`src/rtl/reg_file_sb.sv`:
```
// Integer register file (2 comb reads, 1 write) with a scoreboard that stalls decode on late-value hazards.
// Optional same-cycle write-to-read forwarding when REGFILE_BYPASS_EN is defined.
module reg_file_sb #(
  parameter  int XLEN = 64,
  parameter  int NREG = 32,
  localparam int IW   = $clog2(NREG)
) (
  input  logic            clk,
  input  logic            resetn,
  input  logic [IW-1:0]   rs1,
  input  logic [IW-1:0]   rs2,
  output logic [XLEN-1:0] readData1,
  output logic [XLEN-1:0] readData2,
  input  logic            issueValid,
  input  logic            markBusy,
  input  logic [IW-1:0]   rd_D,
  output logic            stall,
  input  logic            regWrite,
  input  logic [IW-1:0]   rd_W,
  input  logic [XLEN-1:0] writeData_R,
  input  logic            flush,
  output logic [NREG-1:0] busyVec,
  output logic [5:0]      busyCount
);

  logic [XLEN-1:0] regs_q [NREG];
  logic [NREG-1:0] busy_q, busy_d;
  logic [5:0]      cnt_q, cnt_d;

  logic wr_en;
  logic fwd1, fwd2;
  logic haz_s1, haz_s2, haz_d;
  logic accept;

  assign wr_en = regWrite && (rd_W != '0);

`ifdef REGFILE_BYPASS_EN
  assign fwd1 = wr_en && (rd_W == rs1);
  assign fwd2 = wr_en && (rd_W == rs2);
`else
  assign fwd1 = 1'b0;
  assign fwd2 = 1'b0;
`endif

  // x0 is never written after reset, so the array entry itself reads as zero
  assign readData1 = fwd1 ? writeData_R : regs_q[rs1];
  assign readData2 = fwd2 ? writeData_R : regs_q[rs2];

  assign haz_s1 = busy_q[rs1] && (rs1 != '0) && !fwd1;
  assign haz_s2 = busy_q[rs2] && (rs2 != '0) && !fwd2;
  assign haz_d  = markBusy && busy_q[rd_D] && (rd_D != '0);

  assign stall  = issueValid && (haz_s1 || haz_s2 || haz_d);
  assign accept = issueValid && !stall;

  always_comb begin
    busy_d = busy_q;
    if (flush) begin
      busy_d = '0;
    end else begin
      if (wr_en)
        busy_d[rd_W] = 1'b0;
      // a new producer issued this cycle outranks the retiring one
      if (accept && markBusy && (rd_D != '0))
        busy_d[rd_D] = 1'b1;
    end
    busy_d[0] = 1'b0;
  end

  always_comb begin
    cnt_d = '0;
    for (int i = 0; i < NREG; i++)
      cnt_d = cnt_d + 6'(busy_d[i]);
  end

  always_ff @(posedge clk) begin
    if (!resetn) begin
      for (int i = 0; i < NREG; i++)
        regs_q[i] <= '0;
      busy_q <= '0;
      cnt_q  <= '0;
    end else begin
      if (wr_en)
        regs_q[rd_W] <= writeData_R;
      busy_q <= busy_d;
      cnt_q  <= cnt_d;
    end
  end

  assign busyVec   = busy_q;
  assign busyCount = cnt_q;

endmodule

```
`config.mk`:
```
export PLATFORM = sky130hd
export DESIGN_NAME = reg_file_sb
export DESIGN_NICKNAME = d
export VERILOG_FILES = /design/src/rtl/reg_file_sb.sv
export SDC_FILE = /design/constraint.sdc
export NUM_CORES = 2
export LEC_CHECK = 0
export CORE_ASPECT_RATIO = 1.5
export CORE_MARGIN = 1
export CORE_UTILIZATION = 60
export DETAILED_ROUTE_END_ITERATION = 10
export PLACE_DENSITY = 0.77
export SLEW_MARGIN = 20
export SYNTH_ARGS = -nofsm -noshare
export SYNTH_HDL_FRONTEND = slang
export SYNTH_SLANG_ARGS = --single-unit
```
`constraint.sdc`:
```
create_clock -name clk -period 23.6 [get_ports clk]
set_input_delay 4.72 -clock clk [delete_from_list [all_inputs] [get_ports clk]]
set_output_delay 4.72 -clock clk [all_outputs]
set_load 0.02 [all_outputs]
```
==> metrics <==
All-Layer GR Usage 39.2%; setup_tns 0 ps; area grow syn2layout 9.94%; H-tree levels 4; Rows 192; clock root buffer clkbuf_16; I/O Buffers 255; CP endpoint kind output pin; ratio of cells with drive above 1 in the final layout 28.5%; maximum VDD drop 0.0564 mV; drt wl/cell 39.5 um; CP bufs+invs 5; initial antenna violation count 69; fin crit period 14,870 ps; Vias/cell 7.51; Reg clk slew, reported paths 60 ps; final setup fails 0; Slew HR 15.3%; Vert. Die Dim 529 um; grt ovf 0; post-cts gate resize count 0; crit path DAT 10,150 ps; RSZ-0062 raised after global routing false; Avg Synthesized Cell Area approximately 17 um^2; Die X 353 um; Post-Syn Instances 6,660; Post-synth top flop edfxtp_1; DR iter-0 viols between 10,000 and 15,000; cell family contributing the most delay on the critical path buffers and inverters; flops & latches, synth 2,085; critical path class primary input to output pin; Max Clk Rate 67.2 MHz; number of flops mapped to enable cells by yosys 2,048; final WL about 360,000 um; final period utilization 63.0%; worst setup margin 8730 ps; CP required 18,880 ps; CTS Hold Buffers Added 0; antenna-violating nets left 0; Max clock buf depth 4; die area 187,000 um^2; largest net degree at the start of global routing 135; Mapped Area 111,000 um^2; Setup Buffers After CTS 0; ys async rst share 0%; Starting Density 60.6%; CP cell instances buf_8 -> buf_4 -> buf_4 -> buf_4 -> mux4_2 -> mux4_2 -> mux2_2 -> clkdlybuf4s50_1; Final Util between 60% and 70%; Vias 69,200; Final Skew about 12 ps; slowest CP cell buf_4; clock sink total 2,085; Num CTS Buffers between 200 and 250; clock latency on the worst-skew pair 870 ps; Synth cell types 52; power share of the sequential group 50.1%; Max-cap violations 0; Core Box Area roughly 180,000 um^2; clock power share 36.5%; Net Sw Power 2.16 mW; R2R setup slack 16,180 ps; most frequent CP cell buf_4; Setup crit start kind primary input; sw frac 24.7%; final hold violations 0; first-pass GRT wire length approximately 510,000 um; fillers between 10,000 and 15,000; Seq/Total Area, Yosys 56.1%; P per Cell Area 71.7 nW/um^2; worst slack, placed 8620 ps; drt pass-1 iters 6; status finished, final reports clean; TritonCTS clock tree yes; synth warn 0; vias in the first global route around 70,000; Placer Congestion 0.885; critical path fanouts, max approximately 70; Int Pwr 6.58 mW; post-DP HPWL between 150,000 and 200,000 um; DRC errors left 0; worst slew pin tran approximately 1300 ps; Worst Hold Class register to register; Max Slew Vio Count 0; I/O pins 257; fin nets 6,720; Crit path largest cell delay 870 ps; combinational share of power 13.4%; Lkg Pwr 40.7 nW
==> power by group through the flow <==
stage                     clock network, mW  registers (mW)  logic (mW)
after floorplan                           0            4.41       0.735
after global placement                    0            4.42        1.14
after detailed placement                  0            4.45        1.15
after CTS                              3.18            4.37        1.16
after global routing                   3.30            4.40        1.20
final                                  3.19            4.38        1.17
==> cell usage in the layout, fill, tap and decap left out, types with 4 or more instances in the layout <==
master / Yosys / layout
buf_16: 0 / 5
nor2_1: 48 / 19
nand2b_1: 6 / 5
nand3_1: 4 / 4
clkbuf_1: 544 / 42
o22ai_1: 43 / 43
and3b_1: 4 / 4
conb_1: 1 / 65
clkinv_2: 0 / 33
inv_6: 0 / 4
fa_1: 23 / 23
nor3b_1: 4 / 4
nand2_4: 0 / 27
clkdlybuf4s50_1: 0 / 244
mux2_2: 144 / 144
a21oi_1: 5 / 5
buf_8: 0 / 8
o22a_1: 19 / 19
bufinv_16: 0 / 15
clkbuf_16: 0 / 207
a22oi_1: 4 / 4
nor3_1: 6 / 5
buf_12: 0 / 7
nand4_1: 4 / 4
and2_1: 1989 / 1989
clkinvlp_4: 0 / 5
dfxtp_1: 37 / 37
inv_1: 32 / 34
nand2_1: 164 / 136
clkinv_1: 0 / 45
ha_1: 7 / 7
diode_2: 0 / 47
buf_4: 11 / 124
nor2b_1: 7 / 7
mux4_2: 1292 / 1292
mux2i_1: 4 / 4
nor2_4: 0 / 29
edfxtp_1: 2048 / 2048
==> area by class of cell <==
| cell class | instances | area (um^2) | area share (%) |
|---|---|---|---|
| Clock buffer | 250 | 5350 | 4.39 |
| Antenna cell | 47 | 118 | 0.0965 |
| Timing Repair Buffer | 391 | 3800 | 3.12 |
| Inverter | 32 | 125 | 0.103 |
| Sequential cell | 2085 | 62200 | 51.1 |
| Multi-Input combinational cell | 3887 | 46300 | 38.0 |
| Clock inverter | 108 | 900 | 0.738 |
| Tap cell | 2425 | 3030 | 2.49 |
==> kinds of logic after synthesis <==
kind of cell    after synthesis  share of synthesized area (%)
fa+ha+maj                    30                          0.494
xor+xnor                      2                         0.0158
simple gates               2258                           12.3
other cells                   1                        0.00338
mux                        1440                           27.7
compound gates               92                          0.589
buf+inv                     752                           2.73
flops                      2085                           56.1
==> metal layers <==
metal  GRT usage, %  part of all wire [%]  wire length [um]
met1           50.1                    31            114000
met2           61.7                    48            173000
met3           11.4                    15             56400
met4           20.0                   5.7             20600
met5              0                 0.058               210
==> worst min-delay path: stages, from the launching register on <==
cell and delay (ps):
dfxtp_1 350, nand2_1 90, o22ai_1 80
==> path summary, 6_finish.rpt <==
| path | start | end | cells past startpoint |
|---|---|---|---|
| worst max-delay path | rs2[0] | readData2[40] | 8 |
| worst min-delay path | busyVec[16] | busyVec[16] | 2 |
| worst max register to register | busyVec[23] | busyCount[4] | 21 |
| worst min register to register | busyVec[16] | busyVec[16] | 2 |
==> metrics by stage <==
| step | hold WS, ps | instances | area [um^2] | power (mW) |
|---|---|---|---|---|
| after global routing | 608 | 9182 | 122000 | 8.90 |
| after CTS | 569 | 9177 | 122000 | 8.71 |
| after global placement | 551 | 8814 | 115000 | 5.56 |
| after detailed placement | 549 | 8819 | 116000 | 5.60 |
| after floorplan | 604 | 6724 | 111000 | 5.15 |
| final | 565 | 9225 | 122000 | 8.74 |
==> synth_stat cells (2+ instances only) <==
master     instances  area share (%)
a2111oi_0          4           0.032
a21o_1             2           0.014
a21oi_1            5           0.023
a22o_1             2           0.016
a22oi_1            4           0.027
and2_1          1989              11
and3_1             4           0.023
and3b_1            4           0.032
buf_1             47            0.16
buf_2            115            0.52
buf_4             11           0.074
buf_6              3           0.030
clkbuf_1         544             1.8
dfxtp_1           37            0.67
edfxtp_1        2048              55
fa_1              23            0.42
ha_1               7           0.079
inv_1             32            0.11
mux2_2           144             1.5
mux2i_1            4           0.036
mux4_2          1292              26
nand2_1          164            0.56
nand2b_1           6           0.034
nand3_1            4           0.018
nand3b_1           2           0.014
nand4_1            4           0.023
nand4b_1           2           0.016
nor2_1            48            0.16
nor2b_1            7           0.039
nor3_1             6           0.027
nor3b_1            4           0.027
nor3b_2            3           0.034
nor4_1             3           0.017
o211ai_1           2           0.014
o21ai_0            5           0.023
o22a_1            19            0.15
o22ai_1           43            0.24
or2_2              3           0.017
==> sequential cells by signal (all words and copies together) (netlist names) <==
name / flops
regs_q: 2048
busyCount: 6
busyVec: 31
No activity file was read; power rests on OpenSTA's default activity.
